## src/rtl/nonce_exchange.sv

```systemverilog
// Nonce exchange: collects an 8-word client nonce, pairs it with LFSR words,
// kicks the KDF and hands the resulting session key to the consumer.
module nonce_exchange #(
    parameter int unsigned TIMEOUT_CYCLES = 64,
    parameter logic [31:0] LFSR_SEED      = 32'hACE12468
) (
    input  logic         clk,
    input  logic         reset,
    input  logic         s_valid,
    output logic         s_ready,
    input  logic [31:0]  s_data,
    input  logic         abort,
    output logic         kdf_start,
    input  logic         kdf_complete,
    input  logic [255:0] session_key_in,
    output logic [255:0] nonce_client,
    output logic [255:0] nonce_fpga,
    output logic [255:0] key_out,
    output logic         key_valid,
    input  logic         key_ack,
    output logic         busy,
    output logic         err,
    input  logic         err_clear
);

    typedef enum logic [2:0] {
        IDLE,
        COLLECT,
        START,
        WAIT,
        DONE,
        ERR
    } state_t;

    localparam logic [31:0] POLY     = 32'h80200003;
    localparam logic [7:0]  TMO_LAST = 8'(TIMEOUT_CYCLES - 1);

    state_t      state, state_nx;
    logic [31:0] lfsr, lfsr_nx;
    logic [2:0]  word_cnt;
    logic [7:0]  tmo_cnt;
    logic        xfer;
    logic        wipe;
    logic        latch_key;
    logic        tmo_inc;

    assign lfsr_nx   = {1'b0, lfsr[31:1]} ^ (lfsr[0] ? POLY : 32'h0);
    assign s_ready   = (state == IDLE) || (state == COLLECT);
    assign xfer      = s_valid && s_ready && !abort;
    assign kdf_start = (state == START);
    assign key_valid = (state == DONE);
    assign busy      = (state != IDLE);
    assign err       = (state == ERR);

    always_ff @(posedge clk) begin
        if (reset) state <= IDLE;
        else       state <= state_nx;
    end

    always_comb begin
        state_nx  = state;
        wipe      = 1'b0;
        latch_key = 1'b0;
        tmo_inc   = 1'b0;
        if (abort) begin
            state_nx = IDLE;
            wipe     = 1'b1;
        end else begin
            unique case (state)
                IDLE:    if (xfer) state_nx = COLLECT;
                COLLECT: if (xfer && word_cnt == 3'd7) state_nx = START;
                START:   state_nx = WAIT;
                WAIT: begin
                    // tmo_cnt == 0 marks the first WAIT cycle: a stale
                    // complete level from a previous run is masked there
                    if (tmo_cnt != 8'd0 && kdf_complete) begin
                        latch_key = 1'b1;
                        state_nx  = DONE;
                    end else if (tmo_cnt == TMO_LAST) begin
                        state_nx = ERR;
                    end else begin
                        tmo_inc = 1'b1;
                    end
                end
                DONE: begin
                    if (key_ack) begin
                        wipe     = 1'b1;
                        state_nx = IDLE;
                    end
                end
                ERR: begin
                    if (err_clear) begin
                        wipe     = 1'b1;
                        state_nx = IDLE;
                    end
                end
                default: state_nx = IDLE;
            endcase
        end
    end

    always_ff @(posedge clk) begin
        if (reset) begin
            lfsr         <= LFSR_SEED;
            word_cnt     <= 3'd0;
            tmo_cnt      <= 8'd0;
            nonce_client <= '0;
            nonce_fpga   <= '0;
            key_out      <= '0;
        end else begin
            lfsr <= lfsr_nx;
            if (wipe) begin
                word_cnt     <= 3'd0;
                tmo_cnt      <= 8'd0;
                nonce_client <= '0;
                nonce_fpga   <= '0;
                key_out      <= '0;
            end else begin
                if (xfer) begin
                    if (state == IDLE) begin
                        nonce_client <= {224'b0, s_data};
                        nonce_fpga   <= {224'b0, lfsr};
                        word_cnt     <= 3'd1;
                    end else begin
                        nonce_client[{word_cnt, 5'b0} +: 32] <= s_data;
                        nonce_fpga[{word_cnt, 5'b0} +: 32]   <= lfsr;
                        word_cnt <= word_cnt + 3'd1;
                    end
                end
                if (state == START) tmo_cnt <= 8'd0;
                else if (tmo_inc)   tmo_cnt <= tmo_cnt + 8'd1;
                if (latch_key) key_out <= session_key_in;
            end
        end
    end

endmodule

```

## config.mk

```make
export PLATFORM = sky130hd
export DESIGN_NAME = nonce_exchange
export DESIGN_NICKNAME = d
export VERILOG_FILES = /design/src/rtl/nonce_exchange.sv
export SDC_FILE = /design/constraint.sdc
export NUM_CORES = 2
export LEC_CHECK = 0
export BUFFER_PORTS_ARGS = -buffer_cell sky130_fd_sc_hd__buf_2
export CAP_MARGIN = 25
export CORE_AREA = 2 2 420 422
export DETAILED_ROUTE_END_ITERATION = 7
export DIE_AREA = 0 0 422 424
export GPL_TIMING_DRIVEN = 0
export PLACE_DENSITY_LB_ADDON = 0.08
export SYNTH_ARGS = -nofsm -noshare
export SYNTH_HDL_FRONTEND = slang
export SYNTH_SLANG_ARGS = --single-unit
```

## constraint.sdc

```tcl
create_clock -name clk -period 3.1 [get_ports clk]
set_input_delay 0.62 -clock clk [delete_from_list [all_inputs] [get_ports clk]]
set_output_delay 0.62 -clock clk [all_outputs]
set_load 0.005 [all_outputs]
```

Word level (Yosys, flattened, before mapping) --
Index checks and enable logic that the tools add are counted.
Cells by class: bitwise gates (word level) 1, reductions and logical operators 13, add/sub/neg operators 3, shifts and indexed selects 3, eq/ne operators 12, muxes and demuxes 24
Operators by type and width (count):
- 256-bit bitwise mux | 2
- 256-bit 2-to-1 mux | 2
- 32-bit by 10-bit indexed part select with 256-bit output | 2
- 32-bit by 10-bit variable shift with 256-bit output, first input constant | 1
- 32-bit 2-to-1 mux | 1
- 31-bit by 32-bit XOR with 32-bit output | 1
- 3-bit 2-to-1 mux | 7
- 3-bit one-hot mux with 6 select lines | 1
- 1-bit 2-to-1 mux | 10
- 8-bit negator with 10-bit output | 1
- 3-bit == test, second input constant | 3
- 8-bit by 1-bit adder with 8-bit output, second input constant | 1
- 8-bit by 6-bit == test with 1-bit output, second input constant | 1
- 8-bit nonzero test | 1
- 3-bit by 2-bit == test with 1-bit output, second input constant | 2
- 2-bit by 1-bit != test with 1-bit output, second input constant | 3
- 5-bit AND reduction | 1
- 1-bit logical AND | 4
- 2-bit OR reduction | 2
- 3-bit by 1-bit adder with 3-bit output, second input constant | 1
- 3-bit by 1-bit == test with 1-bit output, second input constant | 1
- 3-bit zero test | 1
- 3-bit != test, second input constant | 1
- 3-bit nonzero test | 1
- 5 further kinds | 5
Storage, ports and cells: register bits 814, logic and storage cells 63, output and inout port bits 773

Depth between registers and ports, before layout --
word-level depth 7, depth in mapped cells 11, mapped depth without buffers 7

Worst setup path before layout --
OpenSTA, ideal clock, no wires.
kind flip-flop to flip-flop, start point register word_cnt[0], end point register nonce_fpga[41], required time 3.030 ns, path buffers 3, stages on the path, launching flop included 10, data arrival time 2.761 ns, slack 0.269 ns, library setup time 0.070 ns, cells stage by stage dfxtp_1 buf_2 inv_1 ha_1 ha_1 clkbuf_1 inv_1 or4b_2 buf_2 o2bb2ai_1
On the way: longest elaborated chain between the ends 4
RTL lines:
- from (decl) | line 40 | logic [2:0] word_cnt;
- from (signal assigned) | line 127 | word_cnt <= word_cnt + 3'd1;
- 8-bit negator with 10-bit output * | line 126 | nonce_fpga[{word_cnt, 5'b0} +: 32] <= lfsr;
- 32-bit by 10-bit indexed part select with 256-bit output or 32-bit by 10-bit variable shift with 256-bit output (tied branches) | line 126
- 256-bit bitwise mux * | line 126
- 256-bit 2-to-1 mux * | line 120 | if (state == IDLE) begin
- to (signal assigned) | line 122 | nonce_fpga <= {224'b0, lfsr};
- to (signal, indexed assignment) | line 126
- to (decl) | line 17 | output logic [255:0] nonce_fpga,
Mark *: on every way between the ends. The rest lies on a longest branch, timed or not. A chain may end at the register's enable or synchronous reset.

Worst setup path in the final report --
start point register word_cnt[0], end point register nonce_client[49]
On the way: longest elaborated chain between the ends 4
RTL lines:
- 8-bit negator with 10-bit output * | line 125 | nonce_client[{word_cnt, 5'b0} +: 32] <= s_data;
- 32-bit by 10-bit indexed part select with 256-bit output or 32-bit by 10-bit variable shift with 256-bit output (tied branches) | line 125
- 256-bit bitwise mux * | line 125
- 256-bit 2-to-1 mux * | line 120
- to (signal assigned) | line 121 | nonce_client <= {224'b0, s_data};
- to (signal, indexed assignment) | line 125
- to (decl) | line 16 | output logic [255:0] nonce_client,
Marked as above.

==> reports/results.tsv <==
stage	metric	value	unit
status	status	complete, no violations	
timing	actual slew at the worst max-slew pin	1.05	ns
synthesis	top_reg_cell synth	dfxtp_1	
clock_tree	clock sinks	814	
setup_path	crit-path leading delay family	buffers and inverters	
hold_path	Hold Path Origin	session_key_in[76]	
setup_path	CP Buf/Inv Count	6	
synthesis	EDFF count, synth	0	
global_routing	Total Routing Usage GR	20.4	%
synthesis	post-synthesis sequential area ratio	57.9	%
final_layout	post-route insts no fill	6631	
timing	Max Clk Rate	0.339	GHz
timing	Final Hold Fails	0	
global_routing	vias in the first global route	27300	
setup_path	Reg2Reg Launch Point	word_cnt[0]	
placement	IO buf count	1035	
power	leak pwr	16.6	nW
clock_tree	Worst-Skew Late Latency	0.73	ns
routing	uppermost layer routed	met5	
final_layout	commonest cells after routing, fill and taps aside	buf_2 (1097), dfxtp_1 (813), nand2_1 (566)	
synthesis	Yosys reg bits	814	
setup_path	crit path DAT	3.62	ns
placement	Inst Count DP	6411	
setup_path	CP Capture Type	flop	
final_layout	Layout area overhead	44.0	%
clock_tree	H-tree lvl count	3	
timing	max_slew headroom	28.8	%
global_routing	first-pass GRT wire length	251000	um
floorplan	I/O pins	1068	
final_layout	layout cells sized above 1	34.4	%
routing	metal1 wirelength	79900	um
timing	period utilisation layout	95.3	%
hold_path	class of the worst hold path	in2reg	
clock_tree	hold buffers post-CTS	0	
routing	Final ANT Viol Nets	0	
setup_path	slowest cell delay on critical path	0.57	ns
clock_tree	Num CTS Buffers	108	
placement	Placer Congestion	0.826	
setup_path	crit start category	flop	
placement	pre-CTS setup slack	-1.34	ns
routing	final WL	190000	um
timing	final worst path period need	2.95	ns
floorplan	FP Rows	154	
setup_path	R2R setup slack	0.15	ns
global_routing	pin count of the biggest net entering global routing	14	
setup_path	critical path cell sequence	buf_6, clkinvlp_4, ha_1, ha_1, buf_6, clkinvlp_4, buf_12, nor3_4, buf_4, a32o_1	
synthesis	Syn Std Cell Area	0.0281	mm2
clock_tree	Clock transition at path regs	0.06	ns
synthesis	syn nets	3326	
setup_path	CP Data Required Time	3.77	ns
floorplan	Die ar.	0.179	mm2
synthesis	Avg Cell Area, Syn	9.31	um2
final_layout	most common cell after layout, fill and taps aside	buf_2	
final_layout	Post-Route Utilization	23.2	%
routing	via count	28200	
clock_tree	Longest Clk Path Bufs	3	
run	number of max-cap violations	0	
routing	drt first pass iters	6	
clock_tree	CTS tree	done	
timing	Setup WS post-layout	0.146	ns
placement	DP HPWL	149000	um
power	overall power	0.0241	W
timing	Final Slew Violations	0	
timing	unrepaired setup endpoints after global routing	yes	
hold_path	Hold EP	key_out[76]	
timing	Setup violations, final	0	
synthesis	warnings from Yosys	0	
floorplan	initial core utilization	16.1	%
floorplan	Core Area	0.175	mm2
synthesis	synthesized instance count	3021	
routing	DR iter-0 viols	1712	
timing	skew final	0.0175	ns
setup_path	Worst R2R Path Depth	10	
setup_path	R2R Path End	nonce_client[49]	
final_layout	Final nets	4506	
setup_path	worst-path fanout max	10	
floorplan	Chip Width	422	um
synthesis	unique cell type count in the Yosys netlist	65	
global_routing	Congestion Overflow GR	0	
global_routing	initial antenna violation count	39	
setup_path	CP Class	reg2reg	
routing	Avg Vias per Cell	4.26	
routing	Met3 Routed Length	9410	um
power	pwr/cell area	596	mW/mm2
hold_path	WHS Path Cells	3	
clock_tree	root buffer cell	clkbuf_16	
floorplan	die height	424	um
power	Peak VDD IR	0.371	mV
routing	# DRC	0	
routing	met2 wire len	95200	um
setup_path	Crit-path slowest cell	nor3_4	
synthesis	fraction of registers with async set/reset	0	%
routing	mean routed wirelength per cell	28.7	um
==> worst max path at each step <==
stage	startpoint	end	slack, ns	cells after the start
global placement	word_cnt[0]	nonce_client[115]	-2.25	9
detailed placement	word_cnt[0]	nonce_client[254]	-1.34	10
global route	state[1]	busy	-0.02	5
CTS	word_cnt[0]	nonce_client[44]	-0.03	10
floorplan	word_cnt[0]	nonce_fpga[41]	0.27	9
finish	word_cnt[0]	nonce_client[49]	0.15	10
==> what timing repair did <==
item / 4_1_cts / 5_1_grt
setup endpoints to repair: 755 / 560
pin swaps: 9 / 2
setup buffers: 22 / 4
cloned: 0 / 0
resized for setup: 106 / 48
==> logic make-up after synthesis <==
group | after synthesis | share of synthesized area, %
AND/OR/NAND/NOR | 874 | 13.7
buffers and inverters | 330 | 4.91
flip-flops | 814 | 57.9
multiplexers | 2 | 0.0756
AO/OA/AOI/OAI | 988 | 22.9
adder cells (fa/ha/maj) | 10 | 0.445
XOR/XNOR | 3 | 0.0934
==> stage by stage <==
step	hold WS [ns]	area, um2	TNS [ns]
2_1_floorplan	0.453	28100	0
4_1_cts	0.0291	40400	-0.129
3_5_place_dp	0.442	36500	-445.00
3_3_place_gp	0.440	36200	-829.68
5_1_grt	0.0719	40500	-0.0385
6_report	0.128	40500	0
==> sequential cells by signal, summed over array words and instances (netlist names) <==
register and flops:
key_out 256, nonce_client 256, nonce_fpga 256, lfsr 32, tmo_cnt 8, state 3, word_cnt 3
==> synthesized netlist by cell type (2+ instances only) <==
library cell	count	area (um2)
buf_1	15	56.3
or3_1	4	25.0
a31o_2	3	26.3
or2_2	14	87.6
o21ai_0	173	866
a22o_1	121	1060
nor3_4	2	32.5
dfxtp_1	814	16300
nand4_1	18	113
buf_2	71	355
nor4_1	3	18.8
a32o_1	102	1020
o211ai_1	11	82.6
a211oi_1	2	15.0
a21oi_1	427	2140
clkbuf_2	31	155
and3_1	7	43.8
o2bb2ai_1	95	832
o22ai_1	25	156
or4_1	5	37.5
inv_1	12	45.0
or4b_2	2	20.0
o31ai_1	7	52.6
nor2_1	16	60.1
nand3_1	186	931
a31oi_1	5	31.3
nor2b_1	21	131
clkbuf_1	196	736
nand2_1	567	2130
buf_4	4	30.0
a21oi_2	4	35.0
nand2b_1	5	31.3
xnor2_1	3	26.3
ha_1	10	125
nor3_1	9	45.0
nor3_2	2	20.0
==> worst register-to-register path: cells and delay by family (launching register included) <==
family | cells | cell delay, ns
adder cells (fa/ha/maj) | 2 | 0.59
buffers and inverters | 6 | 1.13
AO/OA/AOI/OAI | 1 | 0.18
flip-flops | 1 | 0.41
AND/OR/NAND/NOR | 1 | 0.57
==> area by class of cell <==
type	count	area (um2)
Inverter	13	57.6
Timing Repair Buffer	1076	5660
Antenna cell	13	32.5
Clock buffer	168	3240
Tap cell	2340	2930
Fill cell	19700	134000
Buffer	311	1460
Multi-Input combinational cell	1877	10700
Clock inverter	19	165
Sequential cell	814	16300
==> per-layer routing <==
metal,GRT usage [%],vias up
met5,0,-
met4,6.33,14
met3,4.18,211
met2,35.6,824
met1,24.9,14100
li1,-,13100
==> power breakdown <==
group / switching, W / leakage, nW / internal (W)
combinational: 0.000865 / 8.38 / 0.000315
sequential: 0.0000765 / 6.57 / 0.0105
clock: 0.00512 / 1.68 / 0.00725
total: 0.00606 / 16.6 / 0.0181
(Power assumes the default switching activity.)
